$ cat src/rtl/friet_stream_buffer_out_fifo_pkg.sv
// friet_stream_buffer_out_fifo_pkg: default geometry and byte-count helpers for the output FIFO
package friet_stream_buffer_out_fifo_pkg;
  localparam int DIN_W_DEF = 128;
  localparam int DIN_SW_DEF = 4;
  localparam int DOUT_W_DEF = 32;
  localparam int DOUT_SW_DEF = 2;
  localparam int DEPTH_DEF = 4;
  localparam int DEPTH_W_DEF = 2;
  function automatic int min_u(input int a, input int b);
    return a < b ? a : b;
  endfunction
endpackage

$ cat src/rtl/friet_stream_buffer_out_fifo_if.sv
// friet_stream_buffer_out_fifo_if: wide input stream, narrow output stream and occupancy status
interface friet_stream_buffer_out_fifo_if
  import friet_stream_buffer_out_fifo_pkg::*;
#(
  parameter int DIN_WIDTH = DIN_W_DEF,
  parameter int DIN_SIZE_WIDTH = DIN_SW_DEF,
  parameter int DOUT_WIDTH = DOUT_W_DEF,
  parameter int DOUT_SIZE_WIDTH = DOUT_SW_DEF,
  parameter int DEPTH_WIDTH = DEPTH_W_DEF
);
  logic [DIN_WIDTH-1:0] din;
  logic [DIN_SIZE_WIDTH:0] din_size;
  logic din_last;
  logic din_valid;
  logic din_ready;
  logic [DOUT_WIDTH-1:0] dout;
  logic [DOUT_SIZE_WIDTH:0] dout_size;
  logic dout_valid;
  logic dout_ready;
  logic dout_last;
  logic [DEPTH_WIDTH:0] count;
  logic [DIN_SIZE_WIDTH+DEPTH_WIDTH:0] size;
  modport master(output din, din_size, din_last, din_valid, dout_ready,
                 input din_ready, dout, dout_size, dout_valid, dout_last, count, size);
  modport slave(input din, din_size, din_last, din_valid, dout_ready,
                output din_ready, dout, dout_size, dout_valid, dout_last, count, size);
endinterface

$ cat src/rtl/friet_stream_buffer_out_fifo_fifo.sv
// friet_stream_buffer_out_fifo_fifo: DEPTH-entry ring of {last, size, word} entries
module friet_stream_buffer_out_fifo_fifo #(
  parameter int W = 134,
  parameter int DEPTH = 4,
  parameter int DEPTH_WIDTH = 2
) (
  input  logic                   clk,
  input  logic                   rst_n,
  input  logic                   push,
  input  logic [W-1:0]           wdata,
  input  logic                   pop,
  output logic [W-1:0]           rdata,
  output logic [DEPTH_WIDTH:0]   count,
  output logic                   empty
);
  logic [W-1:0] mem_q [DEPTH];
  logic [DEPTH_WIDTH-1:0] wr_q, wr_d, rd_q, rd_d;
  logic [DEPTH_WIDTH:0] cnt_q, cnt_d;
  always_comb begin
    wr_d = wr_q + DEPTH_WIDTH'(push);
    rd_d = rd_q + DEPTH_WIDTH'(pop);
    cnt_d = cnt_q + (DEPTH_WIDTH+1)'(push) - (DEPTH_WIDTH+1)'(pop);
  end
  always_ff @(posedge clk or negedge rst_n)
    if (!rst_n) begin
      wr_q <= '0;
      rd_q <= '0;
      cnt_q <= '0;
    end else begin
      wr_q <= wr_d;
      rd_q <= rd_d;
      cnt_q <= cnt_d;
    end
  always_ff @(posedge clk)
    if (push) mem_q[wr_q] <= wdata;
  assign rdata = mem_q[rd_q];
  assign count = cnt_q;
  assign empty = cnt_q == '0;
endmodule

$ cat src/rtl/friet_stream_buffer_out_fifo.sv
// friet_stream_buffer_out_fifo: queued wide words drained as narrow chunks with tail zeroing and byte count
module friet_stream_buffer_out_fifo
  import friet_stream_buffer_out_fifo_pkg::*;
#(
  parameter int DIN_WIDTH = DIN_W_DEF,
  parameter int DIN_SIZE_WIDTH = DIN_SW_DEF,
  parameter int DOUT_WIDTH = DOUT_W_DEF,
  parameter int DOUT_SIZE_WIDTH = DOUT_SW_DEF,
  parameter int DEPTH = DEPTH_DEF,
  parameter int DEPTH_WIDTH = DEPTH_W_DEF,
  parameter int ZERO_TAIL = 1
) (
  input logic clk,
  input logic rst_n,
  friet_stream_buffer_out_fifo_if.slave bus
);
  localparam int DB = DOUT_WIDTH / 8;
  localparam int SW = DIN_SIZE_WIDTH + 1;
  localparam int OSW = DOUT_SIZE_WIDTH + 1;
  localparam int CW = DEPTH_WIDTH + 1;
  localparam int TW = DIN_SIZE_WIDTH + DEPTH_WIDTH + 1;
  localparam int EW = DIN_WIDTH + SW + 1;
  logic rdy_q, rdy_d, stg_v_q, stg_v_d, last_q, last_d;
  logic [DIN_WIDTH-1:0] word_q, word_d;
  logic [SW-1:0] rem_q, rem_d;
  logic [TW-1:0] size_q, size_d;
  logic [CW-1:0] count;
  logic [EW-1:0] head;
  logic empty, din_ready, din_fire, dout_fire, drop, fin, load, bypass, push, pop;
  logic [OSW-1:0] csize;
  logic [DOUT_WIDTH-1:0] mask;
  assign din_ready = rdy_q & (count < CW'(DEPTH));
  assign din_fire = bus.din_valid & din_ready;
  assign drop = (bus.din_size == '0) & ~bus.din_last;
  assign dout_fire = stg_v_q & bus.dout_ready;
  assign fin = rem_q <= SW'(DB);
  assign load = ~stg_v_q | (dout_fire & fin);
  assign bypass = load & empty;
  assign pop = load & ~empty;
  assign push = din_fire & ~drop & ~bypass;
  assign csize = OSW'(min_u(int'(rem_q), DB));
  friet_stream_buffer_out_fifo_fifo #(.W(EW), .DEPTH(DEPTH), .DEPTH_WIDTH(DEPTH_WIDTH)) u_fifo (
    .clk(clk), .rst_n(rst_n), .push(push), .wdata({bus.din_last, bus.din_size, bus.din}),
    .pop(pop), .rdata(head), .count(count), .empty(empty)
  );
  always_comb begin
    rdy_d = 1'b1;
    stg_v_d = stg_v_q;
    {last_d, rem_d, word_d} = {last_q, rem_q, word_q};
    if (pop) begin
      stg_v_d = 1'b1;
      {last_d, rem_d, word_d} = head;
    end else if (bypass) begin
      stg_v_d = din_fire & ~drop;
      {last_d, rem_d, word_d} = stg_v_d ? {bus.din_last, bus.din_size, bus.din} : '0;
    end else if (dout_fire) begin
      word_d = word_q >> DOUT_WIDTH;
      rem_d = rem_q - SW'(csize);
    end
    size_d = size_q + (din_fire ? TW'(bus.din_size) : TW'(0)) - (dout_fire ? TW'(csize) : TW'(0));
    mask = '0;
    for (int b = 0; b < DB; b++) mask[b*8 +: 8] = (ZERO_TAIL == 0 || b < int'(csize)) ? 8'hff : 8'h00;
  end
  always_ff @(posedge clk or negedge rst_n)
    if (!rst_n) begin
      rdy_q <= 1'b0;
      stg_v_q <= 1'b0;
      last_q <= 1'b0;
      word_q <= '0;
      rem_q <= '0;
      size_q <= '0;
    end else begin
      rdy_q <= rdy_d;
      stg_v_q <= stg_v_d;
      last_q <= last_d;
      word_q <= word_d;
      rem_q <= rem_d;
      size_q <= size_d;
    end
  assign bus.din_ready = din_ready;
  assign bus.dout = word_q[DOUT_WIDTH-1:0] & mask;
  assign bus.dout_size = csize;
  assign bus.dout_valid = stg_v_q;
  assign bus.dout_last = stg_v_q & last_q & fin;
  assign bus.count = count;
  assign bus.size = size_q;
  a_din_size: assert property (@(posedge clk) disable iff (!rst_n)
    bus.din_valid |-> bus.din_size <= SW'(DIN_WIDTH / 8));
endmodule

$ cat src/flat_wrapper.sv
// flat-port wrapper written by rule: the top's interface ports become plain ports
module friet_stream_buffer_out_fifo_flat import friet_stream_buffer_out_fifo_pkg::*;
#(
  parameter int DIN_WIDTH = DIN_W_DEF,
  parameter int DIN_SIZE_WIDTH = DIN_SW_DEF,
  parameter int DOUT_WIDTH = DOUT_W_DEF,
  parameter int DOUT_SIZE_WIDTH = DOUT_SW_DEF,
  parameter int DEPTH = DEPTH_DEF,
  parameter int DEPTH_WIDTH = DEPTH_W_DEF,
  parameter int ZERO_TAIL = 1
)
  (clk, rst_n, bus_din, bus_din_size, bus_din_last, bus_din_valid, bus_dout_ready, bus_din_ready, bus_dout, bus_dout_size, bus_dout_valid, bus_dout_last, bus_count, bus_size);
  friet_stream_buffer_out_fifo_if #(.DIN_WIDTH(DIN_WIDTH), .DIN_SIZE_WIDTH(DIN_SIZE_WIDTH), .DOUT_WIDTH(DOUT_WIDTH), .DOUT_SIZE_WIDTH(DOUT_SIZE_WIDTH), .DEPTH_WIDTH(DEPTH_WIDTH)) bus_i ();
  input logic clk;
  input logic rst_n;
  input wire logic [$bits(bus_i.din)-1:0] bus_din;
  input wire logic [$bits(bus_i.din_size)-1:0] bus_din_size;
  input wire logic [$bits(bus_i.din_last)-1:0] bus_din_last;
  input wire logic [$bits(bus_i.din_valid)-1:0] bus_din_valid;
  input wire logic [$bits(bus_i.dout_ready)-1:0] bus_dout_ready;
  output wire logic [$bits(bus_i.din_ready)-1:0] bus_din_ready;
  output wire logic [$bits(bus_i.dout)-1:0] bus_dout;
  output wire logic [$bits(bus_i.dout_size)-1:0] bus_dout_size;
  output wire logic [$bits(bus_i.dout_valid)-1:0] bus_dout_valid;
  output wire logic [$bits(bus_i.dout_last)-1:0] bus_dout_last;
  output wire logic [$bits(bus_i.count)-1:0] bus_count;
  output wire logic [$bits(bus_i.size)-1:0] bus_size;
  assign bus_i.din = bus_din;
  assign bus_i.din_size = bus_din_size;
  assign bus_i.din_last = bus_din_last;
  assign bus_i.din_valid = bus_din_valid;
  assign bus_i.dout_ready = bus_dout_ready;
  assign bus_din_ready = bus_i.din_ready;
  assign bus_dout = bus_i.dout;
  assign bus_dout_size = bus_i.dout_size;
  assign bus_dout_valid = bus_i.dout_valid;
  assign bus_dout_last = bus_i.dout_last;
  assign bus_count = bus_i.count;
  assign bus_size = bus_i.size;
  friet_stream_buffer_out_fifo #(.DIN_WIDTH(DIN_WIDTH), .DIN_SIZE_WIDTH(DIN_SIZE_WIDTH), .DOUT_WIDTH(DOUT_WIDTH), .DOUT_SIZE_WIDTH(DOUT_SIZE_WIDTH), .DEPTH(DEPTH), .DEPTH_WIDTH(DEPTH_WIDTH), .ZERO_TAIL(ZERO_TAIL)) u_core (.clk(clk), .rst_n(rst_n), .bus(bus_i));
endmodule
$ cat config.mk
export PLATFORM = sky130hd
export DESIGN_NAME = friet_stream_buffer_out_fifo_flat
export DESIGN_NICKNAME = d
export VERILOG_FILES = /design/src/rtl/friet_stream_buffer_out_fifo_pkg.sv /design/src/rtl/friet_stream_buffer_out_fifo_if.sv /design/src/rtl/friet_stream_buffer_out_fifo_fifo.sv /design/src/rtl/friet_stream_buffer_out_fifo.sv /design/src/flat_wrapper.sv
export SDC_FILE = /design/constraint.sdc
export NUM_CORES = 1
export LEC_CHECK = 0
export ABC_AREA = 0
export CORE_MARGIN = 2
export CORE_UTILIZATION = 30
export CTS_CLUSTER_SIZE = 28
export DETAILED_ROUTE_END_ITERATION = 16
export PLACE_DENSITY = 0.56
export SLEW_MARGIN = 10
export SYNTH_ARGS = -nofsm -noshare
export SYNTH_HDL_FRONTEND = slang
export SYNTH_SLANG_ARGS = --single-unit
export TNS_END_PERCENT = 5
$ cat constraint.sdc
create_clock -name clk -period 11.2 [get_ports clk]
set_input_delay 2.24 -clock clk [delete_from_list [all_inputs] [get_ports clk]]
set_output_delay 2.24 -clock clk [all_outputs]
set_load 0.01 [all_outputs]
==> metrics.yaml <==
status: "complete, no violations"
ios: 186
grt_pass1_wl_mm: 114.6
overflow: 0
synthArstFlopShare: 0.2187
cp_slowest_cell: "buf_4"
cts_setup_buffers: 0
die_h_um: 306.8
grtUsageTotal: 0.1663
crit_path_frequent_cell: "buf_4"
crit_required_ps: 11410
fin_tns_setup_ps: 0
drcViolationCount: 0
p_leak_nw: 11.11
crit_path_cell_trace: "clkdlybuf4s50_1 -> nor3b_1 -> o211ai_1 -> buf_4 -> nand2_1 -> nor3_2 -> buf_4 -> buf_4"
crit-reg2reg-launch: "u_core.rem_q[1]"
dp_hpwl_mm: 46.12
synth_edf_count: 536
floorplan.initialDensity: 0.3014
setup_viol: 0
cts_resized: 0
slew_viol_final: 0
synth.distinct_cells: 52
maxCapViolCount: 0
fillCellCount: 8480
vias_per_cell: 5.253
critPathMaxFanout: 68
ys.flop_type: "edfxtp_1"
first_global_vias: 16340
drtIter0Drc: 1578
slowest_delay_ps: 880
startpoint_type: "input pin"
row_count: 111
timing.rr.end: "u_core.u_fifo.mem_q[0][2]"
worst-setup-path-type: "in2reg"
detail_route.wl_per_cell_um: 25.97
numCtsBuffers: 73
dr.pass1.iters: 5
period_share: 0.5686
area_delta_synth_final_pct: 19.90
crit_end: "u_core.u_fifo.mem_q[0][2]"
cts.htree.levels: 3
antenna_found_initial: 32
ys_warn_count: 0
synth-seq-area-share: 0.7218
final_common_cell: "edfxtp_1"
synth.avg_cell_area_um2: 17.26
vias: 15860
dieWidth_um: 306.8
totalWireLength_mm: 78.43
powerDensity_nw_per_um2: 252.5
place_congestion: 0.7561
clk_pin_slew_worst_paths_ps: 60
fmaxAchievable_mhz: 157.0
hold_path.class: "reg2reg"
cts_tree: "built"
syn_inst: 1593
min_period_ps: 6369
p_total_w: 0.008323
portBuffers: 185
seq_area_um2: 19860
cp-end-kind: "flip-flop"
reg2reg_slack_ps: 6380
rr_worst_depth: 7
multi_input_area_um2: 7147
cts.sinks: 686
final_util: 0.3613
drtAntennaViolNets: 0
slew_headroom: 0.2436
clk-insertion-delay-late_ps: 610
netlist_area_um2: 27500
cp-startpoint: "bus_dout_ready"
ir_worst_vdd_uv: 197.8
layout_common_cells: "536 x edfxtp_1, 184 x clkdlybuf4s50_1, 148 x dfrtp_1"
holdBufCountCts: 0
cp_data_arrival_time_ps: 6580
fin_ws_ps: 4831
rsz0062_at_grt: "no"
grt_max_degree: 122
final.setup_skew_ps: 24.27
hold_viol: 0
die_area_um2: 94100
core_area_um2: 91250
drive_gt1_frac: 0.1573
preCtsSetupSlack_ps: 4227
tightest_slew_ps: 1135
nNetsFinal: 1921
cts-root-buf: "clkbuf_16"
clock_path_buffers: 3
ys_seq_elements: 686
==> kinds of logic after synthesis <==
group                      Yosys count  synth area share
AOI/OAI and AO/OA                  389           0.09915
buffers and inverters              140           0.02152
xor gates and xnor gates             8          0.002548
and+or+nand+nor                    217           0.03577
other                                1         0.0001364
adders and majority gates           18          0.009283
muxes                              134            0.1098
DFF                                686            0.7218
==> power breakdown <==
part / switching (W) / internal [W] / total (W) / leakage (nW)
clock: 0.000976 / 0.00133 / 0.00230 / 1.12
sequential: 0.000347 / 0.00317 / 0.00351 / 6.72
combinational: 0.00136 / 0.00115 / 0.00251 / 3.27
==> metrics by stage <==
step / hold WS, ps / instance area [um^2] / std cells
finish: 476.3 / 32970 / 3020
global route: 500.4 / 32960 / 3018
CTS: 476.8 / 32940 / 3010
detailed placement: 464.4 / 30670 / 2876
global placement: 460.3 / 30670 / 2876
floorplan: 440.2 / 27510 / 1594
==> cell type report <==
type,instances,area share
clock inverter,22,0.004023
sequential,686,0.6023
antenna,10,0.0007590
clock buffer,112,0.06509
timing repair buffer,214,0.06357
inverter,22,0.002505
multi-input combinational,768,0.2168
tap,1186,0.04501
==> sequential cells by signal, summed over array words and instances, names as in the netlist <==
name and flops:
u_core.word_q 128, u_core.rem_q 5, u_core.u_fifo.wr_q 2, u_core.bus.size 7, u_core.rdy_q 1, u_core.u_fifo.mem_q 536
u_core.u_fifo.count 3, u_core.bus.dout_valid 1, u_core.u_fifo.rd_q 2, u_core.last_q 1
==> worst max-delay path, delay by kind of cell <==
kind	cells	cell delay, ps
buffers and inverters	4	3100
and+or+nand+nor	3	920
AOI/OAI and AO/OA	1	200
==> cell usage after synthesis, types with 27 or more instances <==
master,number,share of area
edfxtp_1,536,0.59
dfrtp_1,150,0.14
mux4_2,134,0.11
nand2_1,80,0.011
nor2_1,71,0.0097
a21oi_1,69,0.013
clkbuf_1,55,0.0075
buf_2,46,0.0084
a21o_1,39,0.011
a22o_1,35,0.011
o2bb2ai_1,35,0.011
o31ai_1,33,0.0090
a32oi_1,32,0.010
o22ai_1,32,0.0073
a31oi_1,31,0.0071
a22oi_1,30,0.0082
o21ai_0,27,0.0049
==> layer usage <==
layer | wire (um) | track usage | vias to the layer above | share of wire
li1 | - | - | 6768 | -
met1 | 32890 | 0.2213 | 8369 | 0.42
met2 | 37600 | 0.2620 | 575 | 0.48
met3 | 6329 | 0.05176 | 127 | 0.081
met4 | 1468 | 0.04799 | 24 | 0.019
met5 | 145 | 0 | - | 0.0018
==> worst min path at each step <==
stage                                  from                end  slack [ps]  depth (start not counted)
after floorplan           u_core.word_q[24]  u_core.word_q[24]         440                          2
after global placement    u_core.word_q[20]  u_core.word_q[20]         460                          2
after detailed placement  u_core.word_q[29]  u_core.word_q[29]         460                          2
after CTS                 u_core.word_q[29]  u_core.word_q[29]         480                          2
after global routing      u_core.word_q[57]  u_core.word_q[57]         500                          2
final                     u_core.word_q[57]  u_core.word_q[57]         480                          2
Power figures use the tool's default switching activity.
